<file path="src/rtl/pipelined_carry_adder.sv">
// -----------------------------------------------------------------------------
// pipelined_carry_adder
//
// Purpose:
//   WIDTH-bit adder split into STAGES equal chunks of CW = WIDTH/STAGES bits.
//   Each chunk is added in its own pipeline stage. The carry between chunks is
//   registered. Operands are skewed into later stages and finished result
//   chunks are carried forward, so every result leaves with all of its bits
//   aligned. A valid/ready handshake with a single global advance signal
//   supports one add per cycle. A result is presented STAGES cycles after it
//   is accepted.
//
// Parameters:
//   WIDTH   operand/result width (default 16); must be divisible by STAGES
//   STAGES  number of pipeline stages, 1..WIDTH (default 4)
//
// Ports:
//   clk        rising-edge clock
//   rst        synchronous, active-high reset
//   in_valid   operand transaction valid
//   in_ready   block can accept a transaction this cycle (combinational)
//   a, b       operands (unsigned or two's complement)
//   cin        carry-in into bit 0
//   sub        (PIPELINED_CARRY_ADDER_SUB_EN only) 1 = compute a - b - cin
//   out_valid  result valid
//   out_ready  downstream accepts the result
//   sum        result, modulo 2^WIDTH
//   cout       carry out of bit WIDTH-1 (for subtraction: 1 = no borrow)
//   ovf        signed overflow (carry into MSB XOR carry out of MSB)
//
// Optional feature:
//   Define PIPELINED_CARRY_ADDER_SUB_EN to add the 'sub' input. Subtraction
//   is folded in at the input as a + ~b + ~cin, so the pipeline only adds.
// -----------------------------------------------------------------------------
module pipelined_carry_adder #(
    parameter int WIDTH  = 16,
    parameter int STAGES = 4
) (
    input  logic             clk,
    input  logic             rst,
    input  logic             in_valid,
    output logic             in_ready,
    input  logic [WIDTH-1:0] a,
    input  logic [WIDTH-1:0] b,
    input  logic             cin,
`ifdef PIPELINED_CARRY_ADDER_SUB_EN
    input  logic             sub,
`endif
    output logic             out_valid,
    input  logic             out_ready,
    output logic [WIDTH-1:0] sum,
    output logic             cout,
    output logic             ovf
);

    localparam int CW = WIDTH / STAGES;

    if (STAGES < 1 || STAGES > WIDTH || (WIDTH % STAGES) != 0) begin : g_bad_cfg
        $error("pipelined_carry_adder: WIDTH must be a multiple of STAGES, 1 <= STAGES <= WIDTH");
    end

    // The whole pipeline moves as one unit. It stalls only when a result is
    // waiting at the output and downstream refuses it.
    logic adv;
    assign adv      = !out_valid || out_ready;
    assign in_ready = adv;

    // Effective operand B and carry-in after the optional subtract inversion.
    logic [WIDTH-1:0] b_eff;
    logic             cin_eff;

`ifdef PIPELINED_CARRY_ADDER_SUB_EN
    assign b_eff   = sub ? ~b   : b;
    assign cin_eff = sub ? ~cin : cin;
`else
    assign b_eff   = b;
    assign cin_eff = cin;
`endif

    for (genvar k = 0; k < STAGES; k++) begin : g_stage
        // Operand bits still outstanding when a transaction enters stage k.
        // Bits [CW-1:0] of in_a/in_b are this stage's chunk.
        localparam int IW = WIDTH - k * CW;

        logic [IW-1:0]         in_a;
        logic [IW-1:0]         in_b;
        logic                  in_c;
        logic                  in_v;
        logic [CW:0]           chunk;
        logic [(k+1)*CW-1:0]   part;   // result bits [ (k+1)*CW-1 : 0 ]

        if (k == 0) begin : g_src
            assign in_a = a;
            assign in_b = b_eff;
            assign in_c = cin_eff;
            assign in_v = in_valid;
            assign part = chunk[CW-1:0];
        end else begin : g_src
            assign in_a = g_stage[k-1].g_pipe.a_q;
            assign in_b = g_stage[k-1].g_pipe.b_q;
            assign in_c = g_stage[k-1].g_pipe.c_q;
            assign in_v = g_stage[k-1].g_pipe.v_q;
            assign part = {chunk[CW-1:0], g_stage[k-1].g_pipe.s_q};
        end

        // CW+1-bit chunk add: bit CW is the chunk carry-out.
        assign chunk = {1'b0, in_a[CW-1:0]} + {1'b0, in_b[CW-1:0]} + (CW+1)'(in_c);

        if (k < STAGES - 1) begin : g_pipe
            logic [IW-CW-1:0]      a_q;
            logic [IW-CW-1:0]      b_q;
            logic [(k+1)*CW-1:0]   s_q;
            logic                  c_q;
            logic                  v_q;

            // NOTE: sequential state is always assigned with <= so every
            // register samples the pre-edge values of its neighbours.
            always_ff @(posedge clk) begin
                if (rst) begin
                    v_q <= 1'b0;
                end else if (adv) begin
                    v_q <= in_v;
                end
            end

            // NOTE: datapath registers carry no reset; the valid bit beside
            // them decides whether their contents mean anything.
            always_ff @(posedge clk) begin
                if (adv) begin
                    a_q <= in_a[IW-1:CW];
                    b_q <= in_b[IW-1:CW];
                    s_q <= part;
                    c_q <= chunk[CW];
                end
            end
        end else begin : g_last
            // Carry into the MSB recovered from the MSB sum bit: s = a ^ b ^ c.
            logic msb_cin;
            assign msb_cin = in_a[CW-1] ^ in_b[CW-1] ^ chunk[CW-1];

            // Visible outputs are reset so nothing stale shows after rst.
            always_ff @(posedge clk) begin
                if (rst) begin
                    out_valid <= 1'b0;
                    sum       <= '0;
                    cout      <= 1'b0;
                    ovf       <= 1'b0;
                end else if (adv) begin
                    out_valid <= in_v;
                    sum       <= part;
                    cout      <= chunk[CW];
                    ovf       <= msb_cin ^ chunk[CW];
                end
            end
        end
    end

endmodule

</file>
<file path="config.mk">
export PLATFORM = sky130hd
export DESIGN_NAME = pipelined_carry_adder
export DESIGN_NICKNAME = d
export VERILOG_FILES = /design/src/rtl/pipelined_carry_adder.sv
export SDC_FILE = /design/constraint.sdc
export NUM_CORES = 1
export LEC_CHECK = 0
export CAP_MARGIN = 20
export CORE_ASPECT_RATIO = 1.4
export CORE_MARGIN = 3
export CORE_UTILIZATION = 49
export CTS_CLUSTER_DIAMETER = 120
export DETAILED_ROUTE_END_ITERATION = 8
export DONT_BUFFER_PORTS = 1
export SYNTH_ARGS = -nofsm -noshare
export SYNTH_HDL_FRONTEND = slang
export SYNTH_SLANG_ARGS = --single-unit
</file>
<file path="constraint.sdc">
create_clock -name clk -period 4 [get_ports clk]
set_clock_uncertainty 0.15 [all_clocks]
set_input_delay 0.4 -clock clk [delete_from_list [all_inputs] [get_ports clk]]
set_output_delay 0.4 -clock clk [all_outputs]
set_load 0.02 [all_outputs]
</file>
Word-level counts from Yosys, hierarchy flattened
Cells that the tools add are included.
- register bits: 97
- input port bits: 37
- output and inout port bits: 20
- word-level logic and storage cells: 32
- add/sub/neg operators: 8
- bitwise logic cells: 3
- reductions and logical operators: 2
- operators by type and width (kind ; number):
    $add 4x4->5 ; 4
    $add 5x1->5 ; 4
    $xor 1x1->1 ; 3
    $logic_not 1->1 ; 1
    $logic_or 1x1->1 ; 1

Longest topological paths before layout
Gate-level depths: netlist (run 1).
- word-level depth: 4
- gate-level depth with buffers: 6
- gate-level depth less buffers: 6

Worst setup path after synthesis (run 1)
Ideal clock, no wire load.
- kind: reg-to-reg
- start point: register out_valid
- end point: register g_stage[0].g_pipe.a_q[0], enable pin
- library setup time: 0.406 ns
- data arrival time: 1.730 ns
- required time: 3.444 ns
- slack: 1.714 ns
- stages on the path, launching flop included: 4
- buffers on the path: 1
- period minus slack after synthesis: 2.286 ns
- cell sequence: dfxtp_1 -> nor2b_1 -> inv_1 -> buf_2
- longest elaborated chain between the ends: 2
- RTL lines (element ; RTL line ; source):
    from (decl) ; 49 ; output logic out_valid,
    from (signal assigned) ; 149 ; out_valid <= in_v;
    $logic_not 1->1 ; 65 ; assign adv = !out_valid || out_ready;
    $logic_or 1x1->1 ; 65 ;
    net in_ready ; 42 ; output logic in_ready,
    to (signal assigned) ; 130 ; a_q <= in_a[IW-1:CW];
    to (decl) ; 110 ; logic [IW-CW-1:0] a_q;
The timed path passes the listed nets, and every way through them passes these cells.
A chain may end at the register's enable or synchronous reset.

Worst setup path after layout (run 1)
- start point: register g_stage[2].g_pipe.a_q[0]
- end point: register ovf
- longest elaborated chain between the ends: 4
- RTL lines (element ; RTL line ; source):
    from (decl) ; 110 ;
    from (signal assigned) ; 130 ;
    $add 4x4->5 (*) ; 107 ; assign chunk = {1'b0, in_a[CW-1:0]} + {1'b0, in_b[CW-1:0]} + (CW+1)'(in_c);
    $add 5x1->5 (*) ; 107 ;
    $xor 1x1->1 ; 139 ; assign msb_cin = in_a[CW-1] ^ in_b[CW-1] ^ chunk[CW-1];
    $xor 1x1->1 (*) ; 152 ; ovf <= msb_cin ^ chunk[CW];
    to (signal assigned) ; 152 ;
    to (decl) ; 53 ; output logic ovf
Every way passes the cells marked *; elsewhere a longest branch is shown, timed or not.

==> results of run 1 <==
==> through the flow <==
| stage | area, um^2 | total power [mW] |
|---|---|---|
| after floorplan | 3550 | 1.42 |
| after global placement | 3650 | 1.44 |
| after detailed placement | 3650 | 1.46 |
| after CTS | 4100 | 2.09 |
| after global routing | 4130 | 2.16 |
| final | 4130 | 2.06 |
==> power by group <==
group | leakage [nW] | internal (mW) | total, mW | switching, mW
sequential | 0.976 | 1.22 | 1.30 | 0.0815
combinational | 0.537 | 0.0812 | 0.155 | 0.0735
clock | 0.0943 | 0.284 | 0.605 | 0.321
total | 1.61 | 1.58 | 2.06 | 0.476
==> synth_stat cells (all sizes together) <==
master  count
clkbuf      3
a21o        7
fa          8
nor2        5
nor2b       3
edfxtp     75
xnor2       7
a21oi      22
ha         12
nand3b      1
a211oi      3
o21ai       2
buf         3
inv         9
nand2b      2
dfxtp      22
o31ai       1
xor2        2
nand2      34
==> routing by layer <==
| metal | vias up | part of all wire | track usage |
|---|---|---|---|
| met3 | 11 | 0.049 | 0.0487 |
| met4 | 0 | 0.026 | 0.0788 |
| met1 | 849 | 0.40 | 0.147 |
| li1 | 847 | - | - |
| met2 | 41 | 0.53 | 0.219 |
| met5 | - | 0 | 0 |
==> critical path, stage by stage, from the launching register on <==
cell and delay [ns]:
edfxtp_1 0.41, fa_1 0.48, fa_1 0.43, a21o_1 0.19, a21oi_2 0.17, xnor2_1 0.16
a211oi_2 0.09
==> logic make-up (layout without fill, tap and decap cells) <==
kind of cell               after synthesis  count (layout)
AOI/OAI and AO/OA                       35              35
buffers and inverters                   15              52
DFF                                     97              97
adders and majority gates               20              20
and+or+nand+nor                         45              45
xor gates and xnor gates                 9               9
==> registers in the layout (all words and copies together), names as in the netlist <==
signal,count
ovf,1
g_stage.g_pipe.s_q,24
g_stage.g_pipe.v_q,3
cout,1
g_stage.g_pipe.c_q,3
g_stage.g_pipe.b_q,24
g_stage.g_pipe.a_q,24
out_valid,1
sum,16
==> worst min-delay path by stage <==
stage / from / endpoint / slack, ns / cells after the start
6_report: in_valid / g_stage[0].g_pipe.v_q / 0.03 / 2
4_1_cts: in_valid / g_stage[0].g_pipe.v_q / 0.01 / 2
3_5_place_dp: g_stage[0].g_pipe.b_q[4] / g_stage[1].g_pipe.b_q[0] / 0.25 / 0
5_1_grt: in_valid / g_stage[0].g_pipe.v_q / 0.02 / 2
3_3_place_gp: g_stage[0].g_pipe.a_q[6] / g_stage[1].g_pipe.a_q[2] / 0.25 / 0
2_1_floorplan: g_stage[0].g_pipe.a_q[4] / g_stage[1].g_pipe.a_q[0] / 0.25 / 0
==> timing repair <==
item                       4_1_cts  5_1_grt
setup endpoints to repair        0        0
setup buffers                    0        0
hold endpoints to repair        46        0
hold buffers                    25        0
==> cell type report <==
type                            count  area, um^2
Clock buffer                       12         166
Timing Repair Buffer               27         285
Fill cell                         555        2850
Clock inverter                      4        32.5
Sequential cell                    97        2690
Tap cell                           95         119
Multi-Input combinational cell    109         800
Inverter                            9        36.3
==> impl_metrics.toml, run 1 <==
[global_routing]
grt_pass1_wl_mm = 8.31
grt-ovfl-total = 0
grt_max_degree = 100
grtUsageTotal = 0.133
grt_pass1_vias = 1798
antenna_found_initial = 0

[cts]
cts_resized = 0
cts_buffers = 9
clk_latency_ns = 0.35
htreeDepth = 3
clockBufferDepth = 2
cts.clk_slew.worst_paths_ns = 0.09
clock-sinks = 97
cts_tree = "built"
clockRootBuffer = "clkbuf_8"

[setup_path]
crit_fanout = 2
crit_end = "ovf"
r2r_start = "g_stage[2].g_pipe.a_q[0]"
reg2reg_depth = 6
reg2reg_slack_ns = 1.79
end_kind = "register"
cp-start-kind = "register"
regToRegEndpoint = "ovf"
cp-startpoint = "g_stage[2].g_pipe.a_q[0]"
crit_required_ns = 4.06
crit_arrival_ns = 2.27
crit_type = "reg -> reg"

[synth]
ys_types = 22
synth_top_area_frac = 0.634
syn_avg_cell_area_um2 = 16.1
synth_compound_area_frac = 0.0627
synth_seq_cells = 97
synth_top_area_cell = "edfxtp_1"
yosys.area_share.simple = 0.0522
yosys_warnings = 0
seq_area_frac_synth = 0.759
synth_top_family_by_area = "adder cells"
syn-num-nets = 278
netlist_area_um2 = 3550
synthXorXnorAreaFrac = 0.0222
synth_mux_area_frac = 0
syn_inst = 221
yosys-top-cells-area = "edfxtp_1, dfxtp_1, fa_1"
synthAdderAreaFrac = 0.0874

[power]
ir_drop_v = 0.000262
p_leak_nw = 1.61
p_per_area_nw_per_um2 = 498

[placement]
pre_cts_ws_ns = 1.78
io_buffers = 0
dpl.cell_count = 311
dp_hpwl_mm = 3.04
gp_congestion = 0.695

[sta]
max_clock_freq_mhz = 452
setup_slack_ns = 1.79
setup_violations = 0
tns_ns = 0
worst_pin_slew_ns = 0.809
slew_headroom = 0.459
slew_violations = 0
finalCritPeriodShare = 0.553
finalHoldWorstSlack_ns = 0.0298
rsz0062_at_grt = "no"
fin_crit_ns = 2.21
final-hold-violation-count = 0

[finish]
drive_above_1_share = 0.0853
post-route-util = 0.592
fin_nets = 310
antennaDiodeCount = 0
layout_common_cells = "edfxtp_1, nand2_1, dlygate4sd3_1"
layout_commonest_cell = "edfxtp_1"
area_growth_pct = 16.4
stdcell_count = 353

[outcome]
status = "finished clean"

[detailed_routing]
wl_per_cell_um = 13.9
dr.pass1.iters = 4
wl_mm = 4.90
antenna_left = 0
drt_iter0_drc = 125
vias = 1748
via_per_inst = 4.95
route.detailed.drc = 0

[flow_run]
max_cap_viol_count = 0

[hold_path]
hold_class = "in -> reg"

[floorplanning]
core-area_um2 = 6980
die_height_um = 107
rows = 36
initial_core_util = 0.508
ioPinCount = 57
dieArea_um2 = 8320
die_w_um = 77.9
Note: power is estimated with default switching activity, not from simulation.
==> run 2, diff against run 1 <==
PLACE_DENSITY = 0.66   (was default)
clock period = 1.89 ns   (was 4 ns; I/O delays follow)
==> impl_metrics.toml, run 2 (synthesized netlist as in run 1, its figures left out) <==
[power]
p_per_area_nw_per_um2 = 1020
power_mw = 4.32
p_leak_nw = 1.66
ir_drop_v = 0.000607

[setup_path]
end_kind = "register"
crit_required_ns = 2.01
cp_common_cell = "fa_2"
cp-start-kind = "register"
critPathMaxStageDelay_ns = 0.42
crit_type = "reg -> reg"
r2r_start = "g_stage[2].g_pipe.a_q[0]"
critical_path.cell_chain = "fa_2, fa_2, a21o_1, a21oi_2, xnor2_1, a211oi_2"
cp-startpoint = "g_stage[2].g_pipe.a_q[0]"
crit_arrival_ns = 2.19
slowest_stage = "fa_2"
crit_fanout = 2

[detailed_routing]
dr.pass1.iters = 4
drt_iter0_drc = 132
antenna_left = 0
wl_mm = 4.97
vias = 1756
route.detailed.drc = 0
via_per_inst = 4.82
wl_per_cell_um = 13.7

[sta]
max_clock_freq_mhz = 482
finalHoldWorstSlack_ns = -0.248
setup_violations = 5
fin_crit_ns = 2.07
rsz0062_at_grt = "yes"
final-hold-violation-count = 22
finalCritPeriodShare = 1.10
slew_headroom = 0.817
worst_pin_slew_ns = 0.274
setup_slack_ns = -0.183
slew_violations = 0

[cts]
clockBufferDepth = 2
clock-sinks = 97
htreeDepth = 3
ctsHoldBuffers = 28
clk_latency_ns = 0.34
cts_buffers = 9
cts_tree = "built"
clockRootBuffer = "clkbuf_8"
cts.clk_slew.worst_paths_ns = 0.08

[finish]
num-fill-cells = 548
layout_commonest_cell = "edfxtp_1"
fin_nets = 321
design_area_um2 = 4230
layout_common_cells = "edfxtp_1, nand2_1, dlygate4sd3_1"
antennaDiodeCount = 0
drive_above_1_share = 0.123
reg_top3 = "g_stage.g_pipe.a_q (24), g_stage.g_pipe.b_q (24), g_stage.g_pipe.s_q (24)"
stdcell_count = 364
area_growth_pct = 19.2

[global_routing]
grt_pass1_vias = 1746
grt_pass1_wl_mm = 8.14
antenna_found_initial = 0
grt-ovfl-total = 0
top_usage_layer = "met2"
grt_max_degree = 49
met1_usage = 0.145
grtUsageTotal = 0.132
grt.met2_usage = 0.222
grt_util_met3 = 0.0538

[placement]
io_buffers = 0
dpl.cell_count = 316
dp_hpwl_mm = 3.05
place_area_um2 = 3730
gp_congestion = 0.722

[outcome]
status = "finished with violations"
violations = "hold timing, setup timing"

[floorplanning]
die_height_um = 107
rows = 36
ioPinCount = 57
initial_core_util = 0.508
dieArea_um2 = 8320
die_w_um = 77.9
core-area_um2 = 6980

[hold_path]
hp-start = "rst"
hold_class = "in -> reg"

[flow_run]
max_cap_viol_count = 0
run 2: cell types whose count changed in the layout (fill, tap and decap cells not counted), moves of 2 or more:
| cell | before | now |
|---|---|---|
| fa_2 | 0 | 6 |
| buf_6 | 0 | 2 |
| buf_4 | 1 | 6 |
| dlygate4sd3_1 | 25 | 28 |
| fa_1 | 8 | 2 |
| buf_12 | 0 | 2 |
| clkinvlp_4 | 2 | 0 |
| clkinv_1 | 0 | 3 |
run 2: worst paths after layout:
path                                    to  slack (ns)  cells past startpoint
setup / recovery                       ovf       -0.18                      6
hold reg to reg   g_stage[1].g_pipe.a_q[7]        0.27                      0
setup reg to reg                       ovf       -0.18                      6
hold / removal                         ovf       -0.25                      1
run 2: cell type report:
class                           count  area [um^2]  share of cell area
Tap cell                           95          119              0.0281
Multi-Input combinational cell    109          820               0.194
Sequential cell                    97         2690               0.636
Timing Repair Buffer               38          388              0.0916
Inverter                            9         36.3             0.00857
Clock buffer                       11          131              0.0310
Clock inverter                      5         46.3              0.0109
run 2: worst max-delay path: cells and delay by family (launching register included):
| family | cells | cell delay [ns] |
|---|---|---|
| xor+xnor | 1 | 0.11 |
| compound gates | 3 | 0.57 |
| flops | 1 | 0.41 |
| fa+ha+maj | 2 | 0.79 |
run 2: layer usage:
metal  routed length [um]  up-vias
met5                    0        -
met4                   96        0
met3                  281        8
met2                 2660       52
met1                 1940      827
li1                     -      869
run 2: repair_timing:
action | 4_1_cts | 5_1_grt
pin swaps | 2 | 3
setup endpoints to repair | 3 | 7
resized for setup | 1 | 5
gates cloned | 0 | 0
setup buffers | 2 | 3
endpoints found under the hold margin | 48 | 22
run 2: metrics by stage:
step | hold WS, ns | setup WS, ns | setup TNS, ns | util
after CTS | -0.274 | -0.172 | -0.243 | 0.602
after global routing | -0.287 | -0.267 | -0.790 | 0.606
after global placement | 0.108 | -0.125 | -0.179 | 0.534
after detailed placement | 0.110 | -0.167 | -0.233 | 0.534
after floorplan | 0.104 | -0.0822 | -0.0822 | -
final | -0.248 | -0.183 | -0.469 | 0.606
run 2: report_power, final:
group	switching (mW)	total, mW	internal [mW]
sequential	0.168	2.74	2.58
combinational	0.154	0.362	0.208
clock	0.620	1.22	0.598
total	0.942	4.32	3.38
==> run 3, diff against run 2 <==
CTS_BUF_LIST = sky130_fd_sc_hd__clkbuf_2 sky130_fd_sc_hd__clkbuf_4 sky130_fd_sc_hd__clkbuf_8   (was default)
==> impl_metrics.toml, run 3 (synthesized netlist as in run 1, its figures left out) <==
[placement]
io_buffers = 0
pre_cts_ws_ns = -0.167
gp_congestion = 0.722
dpl.cell_count = 316
dp_hpwl_mm = 3.05

[floorplanning]
rows = 36
initial_core_util = 0.508
die_height_um = 107
dieArea_um2 = 8320
die_w_um = 77.9
ioPinCount = 57
core-area_um2 = 6980

[finish]
stdcell_count = 364
num-fill-cells = 546
antennaDiodeCount = 0
fin_nets = 321
area_growth_pct = 19.5
layout_common_cells = "edfxtp_1, nand2_1, dlygate4sd3_1"
seqCellArea_um2 = 2690
reg_top3 = "g_stage.g_pipe.a_q (24), g_stage.g_pipe.b_q (24), g_stage.g_pipe.s_q (24)"
multi_input_area_um2 = 820
drive_above_1_share = 0.130
layout_commonest_cell = "edfxtp_1"

[power]
p_per_area_nw_per_um2 = 1030
p_leak_nw = 1.66
ir_drop_v = 0.000610

[setup_path]
crit_fanout = 2
r2r_start = "g_stage[2].g_pipe.a_q[0]"
crit_type = "reg -> reg"
critPathTopFamily = "adder cells"
reg2reg_depth = 6
crit_buf_inv = 0
cp_common_cell = "fa_2"
critPathMaxStageDelay_ns = 0.42
slowest_stage = "fa_2"
reg2reg_slack_ns = -0.18
regToRegEndpoint = "ovf"
crit_arrival_ns = 2.19
critical_path.cell_chain = "fa_2, fa_2, a21o_1, a21oi_2, xnor2_1, a211oi_2"
cp-start-kind = "register"
crit_required_ns = 2.01
end_kind = "register"

[hold_path]
hp-start = "rst"
hold_class = "in -> reg"
holdPathEnd = "ovf"
min_path_cells = 1

[cts]
clockBufferDepth = 2
htreeDepth = 3
ctsHoldBuffers = 28
cts.clk_slew.worst_paths_ns = 0.08
clk_latency_ns = 0.34
cts_buffers = 9
cts_tree = "built"
clock-sinks = 97
clockRootBuffer = "clkbuf_8"

[detailed_routing]
drt-met1-wl_mm = 1.94
dr.max_layer_used = "met4"
route.detailed.drc = 0
drt_iter0_drc = 134
route.met3.wl_um = 281
antenna_left = 0
vias = 1754
via_per_inst = 4.82
wl_mm = 4.98
dr_wl_met2_mm = 2.66
dr.pass1.iters = 4
wl_per_cell_um = 13.7

[sta]
worst_pin_slew_ns = 0.273
final-hold-violation-count = 22
fin_crit_ns = 2.07
slew_headroom = 0.818
tns_ns = -0.468
setup_slack_ns = -0.183
max_clock_freq_mhz = 482
rsz0062_at_grt = "yes"
finalHoldWorstSlack_ns = -0.249
setup_violations = 5
finalCritPeriodShare = 1.10
slew_violations = 0

[outcome]
violations = "hold timing, setup timing"
status = "finished with violations"

[global_routing]
antenna_found_initial = 0
grt-ovfl-total = 0
grt_pass1_wl_mm = 8.14
grt_pass1_vias = 1746
grtUsageTotal = 0.132
grt_max_degree = 49

[flow_run]
max_cap_viol_count = 0
[run 3: metrics by stage]
stage           util  cell area [um^2]  power (mW)
3_5_place_dp   0.534              3730        3.09
5_1_grt        0.607              4240        4.58
3_3_place_gp   0.534              3730        3.07
2_1_floorplan      -              3560        3.00
6_report       0.607              4240        4.36
4_1_cts        0.603              4210        4.41
[run 3: repair_timing]
item | in CTS | in global routing
buffers inserted | 2 | 3
setup endpoints to repair | 3 | 7
pin swaps | 2 | 3
gates resized for setup | 1 | 5
endpoints found under the hold margin | 48 | 22
[run 3: how the worst max path moves through the flow]
stage	startpoint	endpoint	slack, ns	depth (start not counted)
floorplan	g_stage[2].g_pipe.c_q	ovf	-0.08	6
global placement	g_stage[2].g_pipe.c_q	ovf	-0.13	6
detailed placement	g_stage[2].g_pipe.c_q	ovf	-0.17	6
CTS	g_stage[2].g_pipe.c_q	ovf	-0.17	6
global route	g_stage[2].g_pipe.a_q[0]	ovf	-0.27	6
finish	g_stage[2].g_pipe.a_q[0]	ovf	-0.18	6
[run 3: layer usage]
layer / vias to the layer above / track usage
met1: 825 / 0.145
met3: 8 / 0.0538
met2: 52 / 0.222
met4: 0 / 0.0638
li1: 869 / -
met5: - / 0
[run 3: power by group]
part | total, mW | switching, mW | internal (mW)
registers | 2.74 | 0.169 | 2.58
logic | 0.362 | 0.154 | 0.208
clock network | 1.25 | 0.622 | 0.627
[run 3: worst register-to-register path: stages, from the launching register on]
cell and delay [ns]:
edfxtp_1 0.41, fa_2 0.42, fa_2 0.37, a21o_1 0.18, a21oi_2 0.18, xnor2_1 0.11, a211oi_2 0.21
[run 3: area by class of cell]
cell class,instances,area share
sequential,97,0.635
clock buffer,11,0.0328
clock inverter,5,0.0109
inverter,9,0.00856
tap,95,0.0280
timing repair buffer,38,0.0915
multi-input combinational,109,0.193
